$ cat src/rtl/mosaico_pkg.sv
// Shared constants and the 8x16 font ROM for the text-tile renderer.
package mosaico_pkg;

    localparam int unsigned GLYPH_W = 8;
    localparam int unsigned GLYPH_H = 16;

    localparam int unsigned BLANCO  = 0;
    localparam int unsigned LETRA_D = 1;
    localparam int unsigned LETRA_J = 2;

    typedef logic [GLYPH_W-1:0] fila_t;

    // One glyph row; MSB is the leftmost pixel. Codes other than D/J are blank.
    function automatic fila_t fuente_fila(input int unsigned code, input logic [3:0] row);
        fila_t f;
        f = '0;
        case (code)
            LETRA_D: begin
                case (row)
                    4'd0, 4'd15: f = '0;
                    4'd1, 4'd14: f = 8'hF8;
                    4'd2, 4'd13: f = 8'h6C;
                    default:     f = 8'h66;
                endcase
            end
            LETRA_J: begin
                case (row)
                    4'd0, 4'd15:        f = '0;
                    4'd1:               f = 8'h1E;
                    4'd11, 4'd12, 4'd13: f = 8'hCC;
                    4'd14:              f = 8'h78;
                    default:            f = 8'h0C;
                endcase
            end
            BLANCO:  f = '0;
            default: f = '0;
        endcase
        return f;
    endfunction

endpackage

$ cat src/rtl/texto_mosaico_param_if.sv
// Pixel/video and character-buffer write signals of the text-tile renderer.
interface texto_mosaico_param_if #(
    parameter int unsigned H_BITS    = 10,
    parameter int unsigned V_BITS    = 10,
    parameter int unsigned NUM_CHARS = 4,
    parameter int unsigned CODE_BITS = 2
);
    localparam int unsigned ADDR_BITS = $clog2(NUM_CHARS);

    logic [H_BITS-1:0]    Qh;
    logic [V_BITS-1:0]    Qv;
    logic                 video_on;
    logic                 escala;
    logic                 wr_en;
    logic [ADDR_BITS-1:0] wr_addr;
    logic [CODE_BITS-1:0] wr_code;
    logic                 bit_fuente;
    logic                 en_texto;

    modport master (
        output Qh, Qv, video_on, escala, wr_en, wr_addr, wr_code,
        input  bit_fuente, en_texto
    );

    modport slave (
        input  Qh, Qv, video_on, escala, wr_en, wr_addr, wr_code,
        output bit_fuente, en_texto
    );

endinterface

$ cat src/rtl/texto_mosaico_param_buffer.sv
// Character-code register file: one synchronous write port, one registered read port.
module buffer_caracteres #(
    parameter int unsigned NUM_CHARS = 4,
    parameter int unsigned CODE_BITS = 2,
    localparam int unsigned ADDR_BITS = $clog2(NUM_CHARS)
) (
    input  logic                 clk_i,
    input  logic                 rst_i,
    input  logic                 wr_en_i,
    input  logic [ADDR_BITS-1:0] wr_addr_i,
    input  logic [CODE_BITS-1:0] wr_code_i,
    input  logic [ADDR_BITS-1:0] rd_addr_i,
    output logic [CODE_BITS-1:0] rd_code_o
);

    logic [CODE_BITS-1:0] mem_q [NUM_CHARS];
    logic [CODE_BITS-1:0] rd_code_q;

    // Storage and read register; reset beats a same-cycle write, and a read of the
    // slot being written returns the old code.
    always_ff @(posedge clk_i) begin
        if (rst_i) begin
            for (int unsigned i = 0; i < NUM_CHARS; i++) begin
                mem_q[i] <= '0;
            end
            rd_code_q <= '0;
        end else begin
            if (wr_en_i) begin
                mem_q[wr_addr_i] <= wr_code_i;
            end
            rd_code_q <= mem_q[rd_addr_i];
        end
    end

    assign rd_code_o = rd_code_q;

endmodule

$ cat src/rtl/texto_mosaico_param.sv
// Three-stage text-tile renderer: window compare, buffer read, font bit select.
module texto_mosaico_param
    import mosaico_pkg::*;
#(
    parameter int unsigned H_BITS    = 10,
    parameter int unsigned V_BITS    = 10,
    parameter int unsigned NUM_CHARS = 4,
    parameter int unsigned CODE_BITS = 2,
    parameter int unsigned ORIGIN_X  = 400,
    parameter int unsigned ORIGIN_Y  = 256
) (
    input logic                 reloj,
    input logic                 resetM,
    texto_mosaico_param_if.slave bus
);

    localparam int unsigned ADDR_BITS = $clog2(NUM_CHARS);
    localparam logic [H_BITS:0] ORG_X    = (H_BITS+1)'(ORIGIN_X);
    localparam logic [V_BITS:0] ORG_Y    = (V_BITS+1)'(ORIGIN_Y);
    localparam logic [H_BITS:0] ANCHO_1X = (H_BITS+1)'(NUM_CHARS * GLYPH_W);
    localparam logic [V_BITS:0] ALTO_1X  = (V_BITS+1)'(GLYPH_H);

    // Stage 1 combinational results
    logic [H_BITS-1:0]    rel_x;
    logic [V_BITS-1:0]    rel_y;
    logic [H_BITS:0]      lim_x;
    logic [V_BITS:0]      lim_y;
    logic                 win_d;
    logic [ADDR_BITS-1:0] idx_d;
    logic [2:0]           gcol_d;
    logic [3:0]           grow_d;

    // Stage 1 registers
    logic [ADDR_BITS-1:0] idx1_q;
    logic [2:0]           gcol1_q;
    logic [3:0]           grow1_q;
    logic                 win1_q;

    // Stage 2 registers (code comes from the buffer's read register)
    logic [CODE_BITS-1:0] code2;
    logic [2:0]           gcol2_q;
    logic [3:0]           grow2_q;
    logic                 win2_q;

    // Stage 3
    fila_t                fila;
    logic                 bit_d;
    logic                 bit_q;
    logic                 en_q;

    // Window test and tile/glyph coordinates; the >= compare masks subtraction wrap.
    always_comb begin
        rel_x  = bus.Qh - ORG_X[H_BITS-1:0];
        rel_y  = bus.Qv - ORG_Y[V_BITS-1:0];
        lim_x  = ANCHO_1X << bus.escala;
        lim_y  = ALTO_1X << bus.escala;
        win_d  = ({1'b0, bus.Qh} >= ORG_X) && ({1'b0, rel_x} < lim_x) &&
                 ({1'b0, bus.Qv} >= ORG_Y) && ({1'b0, rel_y} < lim_y) &&
                 bus.video_on;
        idx_d  = ADDR_BITS'(rel_x >> (bus.escala ? 4 : 3));
        gcol_d = 3'(rel_x >> bus.escala);
        grow_d = 4'(rel_y >> bus.escala);
    end

    // Stage 1 pipeline register
    always_ff @(posedge reloj) begin
        if (resetM) begin
            idx1_q  <= '0;
            gcol1_q <= '0;
            grow1_q <= '0;
            win1_q  <= 1'b0;
        end else begin
            idx1_q  <= idx_d;
            gcol1_q <= gcol_d;
            grow1_q <= grow_d;
            win1_q  <= win_d;
        end
    end

    buffer_caracteres #(
        .NUM_CHARS (NUM_CHARS),
        .CODE_BITS (CODE_BITS)
    ) u_buffer (
        .clk_i     (reloj),
        .rst_i     (resetM),
        .wr_en_i   (bus.wr_en),
        .wr_addr_i (bus.wr_addr),
        .wr_code_i (bus.wr_code),
        .rd_addr_i (idx1_q),
        .rd_code_o (code2)
    );

    // Stage 2 pipeline register, aligned with the buffer read
    always_ff @(posedge reloj) begin
        if (resetM) begin
            gcol2_q <= '0;
            grow2_q <= '0;
            win2_q  <= 1'b0;
        end else begin
            gcol2_q <= gcol1_q;
            grow2_q <= grow1_q;
            win2_q  <= win1_q;
        end
    end

    // Font lookup and pixel select, gated by the window flag
    always_comb begin
        fila  = fuente_fila(32'(code2), grow2_q);
        bit_d = fila[3'd7 - gcol2_q] & win2_q;
    end

    // Stage 3 output register
    always_ff @(posedge reloj) begin
        if (resetM) begin
            bit_q <= 1'b0;
            en_q  <= 1'b0;
        end else begin
            bit_q <= bit_d;
            en_q  <= win2_q;
        end
    end

    assign bus.bit_fuente = bit_q;
    assign bus.en_texto   = en_q;

endmodule

$ cat src/flat_wrapper.sv
// flat-port wrapper written by rule: the top's interface ports become plain ports
module texto_mosaico_param_flat import mosaico_pkg::*;
#(
    parameter int unsigned H_BITS    = 10,
    parameter int unsigned V_BITS    = 10,
    parameter int unsigned NUM_CHARS = 4,
    parameter int unsigned CODE_BITS = 2,
    parameter int unsigned ORIGIN_X  = 400,
    parameter int unsigned ORIGIN_Y  = 256
)
  (reloj, resetM, bus_Qh, bus_Qv, bus_video_on, bus_escala, bus_wr_en, bus_wr_addr, bus_wr_code, bus_bit_fuente, bus_en_texto);
  texto_mosaico_param_if #(.H_BITS(H_BITS), .V_BITS(V_BITS), .NUM_CHARS(NUM_CHARS), .CODE_BITS(CODE_BITS)) bus_i ();
  input logic reloj;
  input logic resetM;
  input wire logic [$bits(bus_i.Qh)-1:0] bus_Qh;
  input wire logic [$bits(bus_i.Qv)-1:0] bus_Qv;
  input wire logic [$bits(bus_i.video_on)-1:0] bus_video_on;
  input wire logic [$bits(bus_i.escala)-1:0] bus_escala;
  input wire logic [$bits(bus_i.wr_en)-1:0] bus_wr_en;
  input wire logic [$bits(bus_i.wr_addr)-1:0] bus_wr_addr;
  input wire logic [$bits(bus_i.wr_code)-1:0] bus_wr_code;
  output wire logic [$bits(bus_i.bit_fuente)-1:0] bus_bit_fuente;
  output wire logic [$bits(bus_i.en_texto)-1:0] bus_en_texto;
  assign bus_i.Qh = bus_Qh;
  assign bus_i.Qv = bus_Qv;
  assign bus_i.video_on = bus_video_on;
  assign bus_i.escala = bus_escala;
  assign bus_i.wr_en = bus_wr_en;
  assign bus_i.wr_addr = bus_wr_addr;
  assign bus_i.wr_code = bus_wr_code;
  assign bus_bit_fuente = bus_i.bit_fuente;
  assign bus_en_texto = bus_i.en_texto;
  texto_mosaico_param #(.H_BITS(H_BITS), .V_BITS(V_BITS), .NUM_CHARS(NUM_CHARS), .CODE_BITS(CODE_BITS), .ORIGIN_X(ORIGIN_X), .ORIGIN_Y(ORIGIN_Y)) u_core (.reloj(reloj), .resetM(resetM), .bus(bus_i));
endmodule
$ cat config.mk
export PLATFORM = sky130hd
export DESIGN_NAME = texto_mosaico_param_flat
export DESIGN_NICKNAME = d
export VERILOG_FILES = /design/src/rtl/mosaico_pkg.sv /design/src/rtl/texto_mosaico_param_if.sv /design/src/rtl/texto_mosaico_param_buffer.sv /design/src/rtl/texto_mosaico_param.sv /design/src/flat_wrapper.sv
export SDC_FILE = /design/constraint.sdc
export NUM_CORES = 1
export LEC_CHECK = 0
export CORE_ASPECT_RATIO = 2
export CORE_MARGIN = 2
export CORE_UTILIZATION = 45
export DETAILED_ROUTE_END_ITERATION = 10
export PLACE_DENSITY = 0.75
export SLEW_MARGIN = 25
export SYNTH_ARGS = -nofsm -noshare
export SYNTH_HDL_FRONTEND = slang
export SYNTH_SLANG_ARGS = --single-unit
export TNS_END_PERCENT = 10
$ cat constraint.sdc
create_clock -name reloj -period 3.1 [get_ports reloj]
set_clock_uncertainty 0.2 [all_clocks]
set_input_delay 0.775 -clock reloj [delete_from_list [all_inputs] [get_ports reloj]]
set_output_delay 0.775 -clock reloj [all_outputs]
set_load 0.03 [all_outputs]
==> results.py <==
metrics = {
    "sta": {
        "fin_crit_ns": 2.68,
        "fin_setup_tns_ns": 0,
        "rsz0062_at_grt": "no",
        "slew_headroom": 0.729,
        "clock.fmax_ghz": 0.374,
        "setup_viol": 0,
        "holdWs_ns": 0.233,
        "finalCritPeriodShare": 0.863,
        "tightest_slew_ns": 0.403,
        "hold_viol_final": 0,
        "final-max-slew-violation-count": 0,
    },
    "synth": {
        "yosys_warnings": 0,
        "yosysUniqueCellTypes": 44,
        "syn_area_mm2": 0.00153,
        "ys_top_cells_by_area": "dfxtp_1 (29%), edfxtp_1 (16%), ha_1 (6.5%), mux2i_1 (5.9%), nor2b_1 (5.3%)",
        "synth.net_count": 190,
        "syn_avg_cell_area_um2": 10.0,
        "yosys.area.top_type": "dfxtp_1",
        "ys_seq_area_frac": 0.444,
        "synth_top_area_share": 0.287,
        "synth_edf_count": 8,
        "synth_ff_type": "dfxtp_1",
        "async_flop_share": 0,
        "ys_ff_latch": 30,
        "syn_inst": 153,
    },
    "cts": {
        "cts_buffers": 5,
        "cts_buffer_depth": 2,
        "cts_resized": 0,
        "clk_pin_slew_worst_paths_ns": 0.06,
        "cts_root_buf": "clkbuf_8",
        "cts_sinks": 30,
        "cts-htree-levels": 2,
        "cts_setup_buffers": 0,
        "clkLatencyLatePin_ns": 0.28,
        "tritoncts": "built",
        "cts_hold_buf": 0,
    },
    "critical_path": {
        "crit_path_end_kind": "flop",
        "r2r_cells": 5,
        "cp_num_buf_inv": 2,
        "cp_cell_sequence": "clkdlybuf4s50_1 -> inv_1 -> ha_1 -> or4b_1 -> or3_1 -> a2111oi_2",
        "r2r_setup_slack_ns": 1.21,
        "timing.rr.start": "u_core.grow2_q[0]",
        "worst-setup-path-type": "in2reg",
        "worstPathArrival_ns": 2.65,
        "crit_path_top_delay_cell": "clkdlybuf4s50_1",
        "max_stage_delay_ns": 0.47,
        "crit_family": "simple AND/OR/NAND/NOR gates",
        "cp.required_ns": 3.08,
        "cp-start-kind": "input pin",
        "worstReg2RegEnd": "u_core.bus.bit_fuente",
        "cp_max_fo": 5,
    },
    "detailed_routing": {
        "routed_wl_um": 3010,
        "drt_iter0_markers": 37,
        "drc": 0,
        "routedWlPerCell_um": 13.7,
        "ant_nets": 0,
        "via_count": 1221,
        "first_pass_iters": 4,
        "viasPerCell": 5.58,
    },
    "grt": {
        "met1_usage": 0.137,
        "grt_overflow": 0,
        "grt_usage": 0.179,
        "grt_busiest_layer": "met2",
        "use_met3": 0.0500,
        "grt_pass1_wl_um": 4930,
        "grt_max_degree": 12,
        "grt_pass1_vias": 1218,
        "met2_usage": 0.361,
        "antenna_found_initial": 0,
    },
    "cells_and_area": {
        "layout_commonest_cell": "clkdlybuf4s50_1",
        "n_antenna_cell": 0,
        "layout_common_cells": "clkdlybuf4s50_1 (30), dfxtp_1 (22), nor2_1 (19)",
        "syn_to_final_growth_pct": 27.2,
        "layout-drive-gt1-share": 0.102,
        "final_nets": 223,
        "n_fill_cell": 277,
        "fin_area_mm2": 0.00195,
    },
    "power_and_ir_drop": {
        "p_comb_frac": 0.147,
        "worst_ir_drop_vdd_v": 0.000312,
        "power_frac_clock": 0.357,
        "power.total_uw": 889,
        "p_leak_nw": 0.819,
        "power_switching_uw": 210,
        "p_sw_frac": 0.236,
        "internal_power_uw": 679,
        "p_per_area_mw_per_mm2": 456,
        "p_seq_frac": 0.496,
    },
    "die": {
        "core_area_mm2": 0.00334,
        "fp.dieH_um": 86.6,
        "io_pins": 31,
        "dieArea_mm2": 0.00392,
        "rows": 30,
        "initial_core_util": 0.459,
        "die_w_um": 45.3,
    },
    "min_path": {
        "hold_start": "u_core.gcol1_q[1]",
        "hold_path_class": "reg2reg",
        "min_to": "u_core.gcol2_q[1]",
        "hold_depth": 1,
    },
    "placed_design": {
        "numPortBuffers": 30,
        "gp_congestion": 0.743,
        "placed_area_mm2": 0.00186,
        "dp_hpwl_um": 2480,
    },
    "flow_run": {
        "maxCapViolations": 0,
    },
    "status": {
        "run_status": "finished clean",
    },
}
==> registers in the layout, summed over array words and instances, names as in the netlist <==
| name | cells |
|---|---|
| u_core.bus.bit_fuente | 1 |
| u_core.win1_q | 1 |
| u_core.gcol1_q | 3 |
| u_core.gcol2_q | 3 |
| u_core.u_buffer.mem_q | 8 |
| u_core.bus.en_texto | 1 |
| u_core.grow2_q | 4 |
| u_core.win2_q | 1 |
| u_core.grow1_q | 4 |
| u_core.u_buffer.rd_code_o | 2 |
| u_core.idx1_q | 2 |
==> power by group through the flow <==
stage | clock [mW] | combinational, mW | sequential (mW)
2_1_floorplan | 0 | 0.0791 | 0.441
3_3_place_gp | 0 | 0.126 | 0.448
3_5_place_dp | 0 | 0.131 | 0.450
4_1_cts | 0.329 | 0.132 | 0.442
5_1_grt | 0.338 | 0.146 | 0.444
6_report | 0.318 | 0.131 | 0.441
==> per-stage QoR <==
step	std cells	setup slack, ns	util
global route	219	0.340	0.584
finish	219	0.424	0.584
detailed placement	211	0.140	0.556
global placement	211	0.174	0.556
floorplan	153	0.231	-
CTS	219	0.433	0.584
==> routing by layer <==
metal	wire length (µm)	up-vias
li1	-	609
met1	936	570
met2	1900	35
met3	102	7
met4	66	0
met5	0	-
==> cells by family (layout without fill, tap and decap cells) <==
kind of cell / after synthesis / after routing / synth area share
mux: 11 / 11 / 0.0881
xor+xnor: 3 / 3 / 0.0171
flops: 30 / 30 / 0.444
fa+ha+maj: 8 / 8 / 0.0653
buf+inv: 19 / 53 / 0.0555
simple gates: 58 / 58 / 0.206
compound gates: 24 / 24 / 0.124
==> worst max-delay path by stage <==
| stage | from | endpoint | slack (ns) | cells past startpoint |
|---|---|---|---|---|
| 3_5_place_dp | bus_escala | u_core.win1_q | 0.14 | 6 |
| 6_report | bus_escala | u_core.win1_q | 0.42 | 6 |
| 2_1_floorplan | bus_escala | u_core.win1_q | 0.23 | 6 |
| 4_1_cts | bus_escala | u_core.win1_q | 0.43 | 6 |
| 5_1_grt | bus_escala | u_core.win1_q | 0.34 | 6 |
| 3_3_place_gp | bus_escala | u_core.win1_q | 0.17 | 6 |
==> final cells by class <==
| cell class | instances | area, µm² | area share |
|---|---|---|---|
| repair buffers | 33 | 323 | 0.165 |
| clock buffers | 6 | 82.6 | 0.0423 |
| clock inverters | 2 | 11.3 | 0.00577 |
| flip-flops and latches | 30 | 681 | 0.349 |
| inverters | 12 | 45.0 | 0.0231 |
| multi-input cells | 104 | 768 | 0.394 |
| well taps | 32 | 40.0 | 0.0205 |
==> synth_stat cells, drive strengths merged (4+ instances only) <==
cell     n
edfxtp   8
o21ai    5
ha       8
nor2    19
mux2i    9
inv     12
nand3    4
dfxtp   22
nor2b   13
nand2    4
buf      4
Note: power is estimated with default switching activity, not from simulation.
